`src/rtl/switch_scheduler.sv`:
```
// Crossbar scheduler: one round-robin arbiter and packet-length FSM per output.
// Each grant is held for a whole packet; FIFO read data is steered to the output one cycle later.
module switch_scheduler #(
    parameter int NUM_PORTS  = 4,
    parameter int DATA_WIDTH = 16
) (
    input  logic                              clk,
    input  logic                              rst_n,
    input  logic [NUM_PORTS-1:0]              fifo_empty,
    input  logic [NUM_PORTS*DATA_WIDTH/2-1:0] fifo_header,
    input  logic [NUM_PORTS*DATA_WIDTH-1:0]   fifo_data,
    output logic [NUM_PORTS-1:0]              fifo_rd_en,
    input  logic [NUM_PORTS-1:0]              out_ready,
    output logic [NUM_PORTS-1:0]              out_valid,
    output logic [NUM_PORTS*DATA_WIDTH-1:0]   out_data,
    output logic [NUM_PORTS-1:0]              out_sop,
    output logic [NUM_PORTS-1:0]              out_eop,
    output logic [NUM_PORTS-1:0]              in_busy
);
    localparam int PTR_W = $clog2(NUM_PORTS);
    localparam int HDR_W = DATA_WIDTH / 2;

    typedef enum logic {S_IDLE = 1'b0, S_XFER = 1'b1} state_t;

    state_t               state_q     [NUM_PORTS];
    state_t               state_d     [NUM_PORTS];
    logic [PTR_W-1:0]     owner_q     [NUM_PORTS];
    logic [PTR_W-1:0]     owner_d     [NUM_PORTS];
    logic [PTR_W-1:0]     rr_q        [NUM_PORTS];
    logic [PTR_W-1:0]     rr_d        [NUM_PORTS];
    logic [4:0]           rem_q       [NUM_PORTS];
    logic [4:0]           rem_d       [NUM_PORTS];
    logic [PTR_W-1:0]     owner_dly_q [NUM_PORTS];
    logic [NUM_PORTS-1:0] first_q, first_d;
    logic [NUM_PORTS-1:0] busy_q, busy_d;
    logic [NUM_PORTS-1:0] valid_q, sop_q, eop_q;
    logic [NUM_PORTS-1:0] rd_s;
    logic [PTR_W-1:0]     dst_s       [NUM_PORTS];
    logic [3:0]           len_s       [NUM_PORTS];
    logic [NUM_PORTS-1:0] req_s       [NUM_PORTS];
    logic [NUM_PORTS-1:0] rd_mask_s   [NUM_PORTS];
    logic                 found_s;
    logic [PTR_W-1:0]     pick_s, cand_s;
    logic                 hdr_unused_s;

    assign hdr_unused_s = ^fifo_header;

    // Header decode and request matrix; busy inputs are masked because their head word is payload
    always_comb begin
        for (int i = 0; i < NUM_PORTS; i++) begin
            dst_s[i] = fifo_header[i*HDR_W +: PTR_W];
            len_s[i] = fifo_header[i*HDR_W+4 +: 4];
        end
        for (int o = 0; o < NUM_PORTS; o++) begin
            for (int i = 0; i < NUM_PORTS; i++) begin
                req_s[o][i] = !fifo_empty[i] && !busy_q[i] && (dst_s[i] == PTR_W'(o));
            end
        end
    end

    // Per-output arbitration and packet FSM next state
    always_comb begin
        busy_d  = busy_q;
        first_d = first_q;
        rd_s    = '0;
        found_s = 1'b0;
        pick_s  = '0;
        cand_s  = '0;
        for (int o = 0; o < NUM_PORTS; o++) begin
            state_d[o] = state_q[o];
            owner_d[o] = owner_q[o];
            rr_d[o]    = rr_q[o];
            rem_d[o]   = rem_q[o];
            case (state_q[o])
                S_IDLE: begin
                    found_s = 1'b0;
                    pick_s  = '0;
                    for (int k = 1; k <= NUM_PORTS; k++) begin
                        cand_s = rr_q[o] + PTR_W'(k);
                        if (!found_s && req_s[o][cand_s]) begin
                            found_s = 1'b1;
                            pick_s  = cand_s;
                        end else begin
                            found_s = found_s;
                        end
                    end
                    if (found_s) begin
                        owner_d[o]     = pick_s;
                        rr_d[o]        = pick_s;
                        rem_d[o]       = {1'b0, len_s[pick_s]} + 5'd1;
                        first_d[o]     = 1'b1;
                        busy_d[pick_s] = 1'b1;
                        state_d[o]     = S_XFER;
                    end else begin
                        state_d[o] = S_IDLE;
                    end
                end
                S_XFER: begin
                    rd_s[o] = out_ready[o] && !fifo_empty[owner_q[o]] && (rem_q[o] != 5'd0);
                    if (rd_s[o]) begin
                        rem_d[o]   = rem_q[o] - 5'd1;
                        first_d[o] = 1'b0;
                        if (rem_q[o] == 5'd1) begin
                            state_d[o]         = S_IDLE;
                            busy_d[owner_q[o]] = 1'b0;
                        end else begin
                            state_d[o] = S_XFER;
                        end
                    end else begin
                        state_d[o] = S_XFER;
                    end
                end
                default: state_d[o] = S_IDLE;
            endcase
        end
    end

    // Route each output's read strobe back to the input it owns
    always_comb begin
        for (int i = 0; i < NUM_PORTS; i++) begin
            for (int o = 0; o < NUM_PORTS; o++) begin
                rd_mask_s[i][o] = rd_s[o] && (owner_q[o] == PTR_W'(i));
            end
            fifo_rd_en[i] = |rd_mask_s[i];
        end
    end

    // State registers; framing is delayed one cycle to line up with the FIFO's registered data
    always_ff @(posedge clk or negedge rst_n) begin
        if (!rst_n) begin
            for (int o = 0; o < NUM_PORTS; o++) begin
                state_q[o]     <= S_IDLE;
                owner_q[o]     <= '0;
                rr_q[o]        <= PTR_W'(NUM_PORTS - 1);
                rem_q[o]       <= 5'd0;
                owner_dly_q[o] <= '0;
            end
            first_q <= '0;
            busy_q  <= '0;
            valid_q <= '0;
            sop_q   <= '0;
            eop_q   <= '0;
        end else begin
            for (int o = 0; o < NUM_PORTS; o++) begin
                state_q[o]     <= state_d[o];
                owner_q[o]     <= owner_d[o];
                rr_q[o]        <= rr_d[o];
                rem_q[o]       <= rem_d[o];
                owner_dly_q[o] <= owner_q[o];
                sop_q[o]       <= rd_s[o] && first_q[o];
                eop_q[o]       <= rd_s[o] && (rem_q[o] == 5'd1);
            end
            first_q <= first_d;
            busy_q  <= busy_d;
            valid_q <= rd_s;
        end
    end

    // Output data mux, forced to zero when no word is presented
    always_comb begin
        out_data = '0;
        for (int o = 0; o < NUM_PORTS; o++) begin
            if (valid_q[o]) begin
                out_data[o*DATA_WIDTH +: DATA_WIDTH] =
                    fifo_data[int'(owner_dly_q[o])*DATA_WIDTH +: DATA_WIDTH];
            end else begin
                out_data[o*DATA_WIDTH +: DATA_WIDTH] = '0;
            end
        end
    end

    assign out_valid = valid_q;
    assign out_sop   = sop_q;
    assign out_eop   = eop_q;
    assign in_busy   = busy_q;
endmodule
```
`config.mk`:
```
export PLATFORM = sky130hd
export DESIGN_NAME = switch_scheduler
export DESIGN_NICKNAME = d
export VERILOG_FILES = /design/src/rtl/switch_scheduler.sv
export SDC_FILE = /design/constraint.sdc
export NUM_CORES = 1
export LEC_CHECK = 0
export ABC_AREA = 0
export CAP_MARGIN = 20
export CORE_MARGIN = 2
export CORE_UTILIZATION = 60
export CTS_BUF_LIST = sky130_fd_sc_hd__clkbuf_8
export CTS_CLUSTER_SIZE = 10
export DETAILED_ROUTE_END_ITERATION = 6
export DONT_BUFFER_PORTS = 1
export HOLD_SLACK_MARGIN = 0.12
export PLACE_DENSITY = 0.83
export SYNTH_ARGS = -nofsm -noshare
export SYNTH_HDL_FRONTEND = slang
export SYNTH_SLANG_ARGS = --single-unit
```
`constraint.sdc`:
```
create_clock -name clk -period 3.3 [get_ports clk]
set_clock_uncertainty 0.15 [all_clocks]
set_input_delay 0.165 -clock clk [delete_from_list [all_inputs] [get_ports clk]]
set_output_delay 0.165 -clock clk [all_outputs]
set_load 0.05 [all_outputs]
```
==> impl_results.md <==
* YS warnings at 0
* Critical path peak fanout at 8
* Crit start category: register
* Gr ovfl total at 0
* Die Ht at approximately 110 µm
* Floorplan die area at 0.01174 mm²
* EDFF count, synth at 0
* Adder and majority gate portion of the synthesized area at 0.03065
* Wirelength, routed at 19.89 mm
* Inserted Diodes at 0
* Initial Utilization at 0.6079
* Final critical path time including I/O delays and setup at 3167 ps
* Max VDD drop at approximately 0.54 mV
* Post-route ant nets at 0
* Type of the worst min-delay path: in2reg
* Compound-gate portion of the synthesized area at 0.1287
* Top library cells by usage in the layout, fill and taps aside: 68 x sky130_fd_sc_hd__and2_1, 65 x sky130_fd_sc_hd__mux4_2, 60 x sky130_fd_sc_hd__dfrtp_1, 52 x sky130_fd_sc_hd__nor2_1, 47 x sky130_fd_sc_hd__nand2_1
* Multiplexer fraction of the synthesized cell area at 0.3088
* Critical R2R Capture: rem_q[17]$_DFFE_PN0P_
* Worst hold path depth at 3
* Count of different cell masters after synthesis at 71
* Fmax at about 320 MHz
* Initial antenna violation count at 0
* Number of buffers created by CTS at 9
* Violations in the final reports: design-rule violations
* Storage cell area at 0.001712 mm²
* Simple logic cell fraction of the synthesized area at 0.2157
* Worst min-delay path endpoint: rem_q[15]$_DFFE_PN0P_
* Pwr dens at 904.3 mW/mm²
* Via-per-instance ratio at 7.258
* Hold path startpoint: fifo_header[4]
* Total area of multi-input combinational cells at 0.004581 mm²
* Remaining design rule violation count at 2
* Type of the worst setup path: reg2reg
* Most used cell along the critical path: sky130_fd_sc_hd__mux2i_1
* Launch point of the worst path: in_busy[1]$_DFF_PN0_
* Share of cells above drive strength 1 at 0.2242
* Synthesized netlist cell count at 656
* Number of vias in the routed layout at 5,937
* Post-Syn Area at around 0.0065 mm²
* Routed wirelength normalized by instance count at 24.31 µm
* Vias in the first global route at 5,792
* Synth Net Count at approximately 780
* Slowest-stage cell, CP: sky130_fd_sc_hd__nor4_1
* Placed wire-length estimate after detailed placement at 14.56 mm
* Slew headroom at 0.3343
* Clock tree from TritonCTS: yes
* Number of endpoints with negative hold slack in the final report at 0
* Worst reg2reg startpoint: in_busy[1]$_DFF_PN0_
* Final layout net count at 795
* Dominant cells by area after synthesis: sky130_fd_sc_hd__dfrtp_1 23%, sky130_fd_sc_hd__mux4_2 22%, sky130_fd_sc_hd__and2_1 6.5%, sky130_fd_sc_hd__mux2i_1 5.8%, sky130_fd_sc_hd__dfstp_2 3.2%
* Number of placement rows at 38
* Register area share after synthesis at 0.2620
* Slew at the pin closest to its max-slew limit at between 900 and 1000 ps
* Final Max Slew Viols at 0
* Share of the synthesized netlist area taken by xor and xnor gates at 0.009385
* Die outline width at 108.3 µm
* Drt pass-1 iters at 7
* CP peak stage delay at 590 ps
* Critical path cell sequence: nor4_1, o211ai_1, nand3_2, buf_4, mux2i_1, mux2i_1, ha_1, xor2_1, a221oi_1
* Buffers added on ports at 0
* Commonest register cell after synthesis: sky130_fd_sc_hd__dfrtp_1
* Final cycle utilization of the critical path at 0.9596
* Worst slack after detailed placement at between 150 and 200 ps
* Number of buffers between clock root and the deepest sink at 2
* Depth of the CTS H-tree at 3
* Clock transition time at the flip-flop clock pins of the worst setup and hold paths at 80 ps
* Asr flop ratio synth at 1.000
* Smallest setup slack after layout at 133.2 ps
* Per-instance average area after synthesis at 9.958 µm²
* Arrival time at the worst endpoint at 3250 ps
* Register bit total from synthesis at 68
* Global-route usage over all layers at 0.3424
* Commonest non-fill, non-tap cell in the layout: sky130_fd_sc_hd__and2_1
* Final-report setup violation count at 0
* Max-capacitance violation count at 0
* Layout filler cell count at 819
* Critical path required time at 3390 ps
* Clk Latency, worst-skew pair at 350 ps
* Worst reg2reg setup slack at between 100 and 150 ps
* Largest net degree at the start of global routing at 69
* Share of the synthesized area in the top cell type at 0.2298
* Dominant cell type by area after synthesis: sky130_fd_sc_hd__dfrtp_1
* Io pins at 190
* Core ar. at 0.01075 mm²
* Leakage at 3.002 nW
* Wire length of the first global-routing pass at roughly 30 mm
* CP Capture Type: register
* Gpl congestion at 0.9719
* Dominant combinational cell family by area after synthesis: multiplexers
* Clk Tree Root Cell: sky130_fd_sc_hd__clkbuf_8
* Core utilization of the finished layout at 0.6750
* Number of design-rule violations left by the first detailed-router iteration at between 700 and 800
* TritonCTS Sinks at 68
* Register-to-Register Path Depth at 9
* Synth-to-layout area growth at 11.03%
* Status: complete, but fails checks
==> synthesized netlist by cell type, types with 16 or more instances <==
cell                       instances
sky130_fd_sc_hd__nand2_1          47
sky130_fd_sc_hd__dfrtp_1          60
sky130_fd_sc_hd__clkbuf_1         33
sky130_fd_sc_hd__nand3_1          20
sky130_fd_sc_hd__nor2_1           52
sky130_fd_sc_hd__a21oi_1          17
sky130_fd_sc_hd__and2_1           68
sky130_fd_sc_hd__inv_1            28
sky130_fd_sc_hd__nor3_1           17
sky130_fd_sc_hd__ha_1             16
sky130_fd_sc_hd__mux4_2           65
sky130_fd_sc_hd__o21ai_0          23
sky130_fd_sc_hd__mux2i_1          38
==> where the power goes <==
| part | total, mW | internal, mW | switching [mW] |
|---|---|---|---|
| registers | 1.80 | 1.15 | 0.645 |
| logic | 4.00 | 1.59 | 2.41 |
| clock network | 0.758 | 0.422 | 0.336 |
| total | 6.56 | 3.17 | 3.39 |
==> layout make-up <==
class / instances / area share
inverters: 29 / 0.01501
clock inverters: 7 / 0.01277
clock buffers: 9 / 0.01708
flip-flops and latches: 68 / 0.2360
repair buffers: 51 / 0.06348
multi-input cells: 514 / 0.6315
well taps: 140 / 0.02415
==> worst max-delay path by stage <==
stage                            end  slack, ps  cells past startpoint
5_1_grt        rem_q[17]$_DFFE_PN0P_        -10                      9
3_3_place_gp    rem_q[1]$_DFFE_PN0P_        300                     10
3_5_place_dp    rem_q[4]$_DFFE_PN0P_        180                      9
2_1_floorplan  rem_q[12]$_DFFE_PN0P_        250                      9
6_report       rem_q[17]$_DFFE_PN0P_        130                      9
4_1_cts         rem_q[8]$_DFFE_PN0P_         90                     11
==> sequential cells by signal, summed over array words and instances, names as in the netlist <==
| name | count |
|---|---|
| out_sop | 4 |
| owner_q | 8 |
| out_eop | 4 |
| rem_q | 20 |
| first_q | 4 |
| owner_dly_q | 8 |
| state_q | 4 |
| out_valid | 4 |
| in_busy | 4 |
| rr_q | 8 |
==> cells by family (layout without fill, tap and decap cells) <==
| kind of cell | after synthesis | in the layout |
|---|---|---|
| and+or+nand+nor | 258 | 258 |
| AOI/OAI and AO/OA | 119 | 119 |
| muxes | 114 | 114 |
| buffers and inverters | 74 | 96 |
| DFF | 68 | 68 |
| adders and majority gates | 16 | 16 |
| xor gates and xnor gates | 7 | 7 |
==> worst max-delay path, delay by kind of cell (launching register included) <==
family | cells | cell delay [ps]
mux | 2 | 400
xor+xnor | 1 | 170
compound gates | 2 | 630
buf+inv | 1 | 210
simple gates | 2 | 790
flops | 1 | 450
fa+ha+maj | 1 | 250
==> routing by layer <==
layer,vias up,share of wire,global-route usage
met4,0,0.042,0.1621
met1,2914,0.35,0.4115
met5,-,0,0
li1,2513,-,-
met3,82,0.10,0.09222
met2,428,0.50,0.5737
==> per-stage QoR <==
stage	TNS, ps	hold slack, ps	cell area [µm²]	power [mW]	instances
2_1_floorplan	0	-280.6	6533	4.896	656
3_3_place_gp	0	-279.4	6789	5.552	783
3_5_place_dp	0	-279.4	6789	5.677	783
4_1_cts	0	122.9	7213	6.496	818
5_1_grt	-11.85	149.9	7253	6.932	818
6_report	0	131.8	7253	6.559	818
==> timing repair <==
| action | in CTS | in global routing |
|---|---|---|
| endpoints found under the hold margin | 86 | 0 |
| buffers inserted | 0 | 0 |
| gates resized for setup | 0 | 6 |
| hold buffers | 19 | 0 |
| endpoints found under the setup margin | 0 | 7 |
Power figures use the tool's default switching activity.
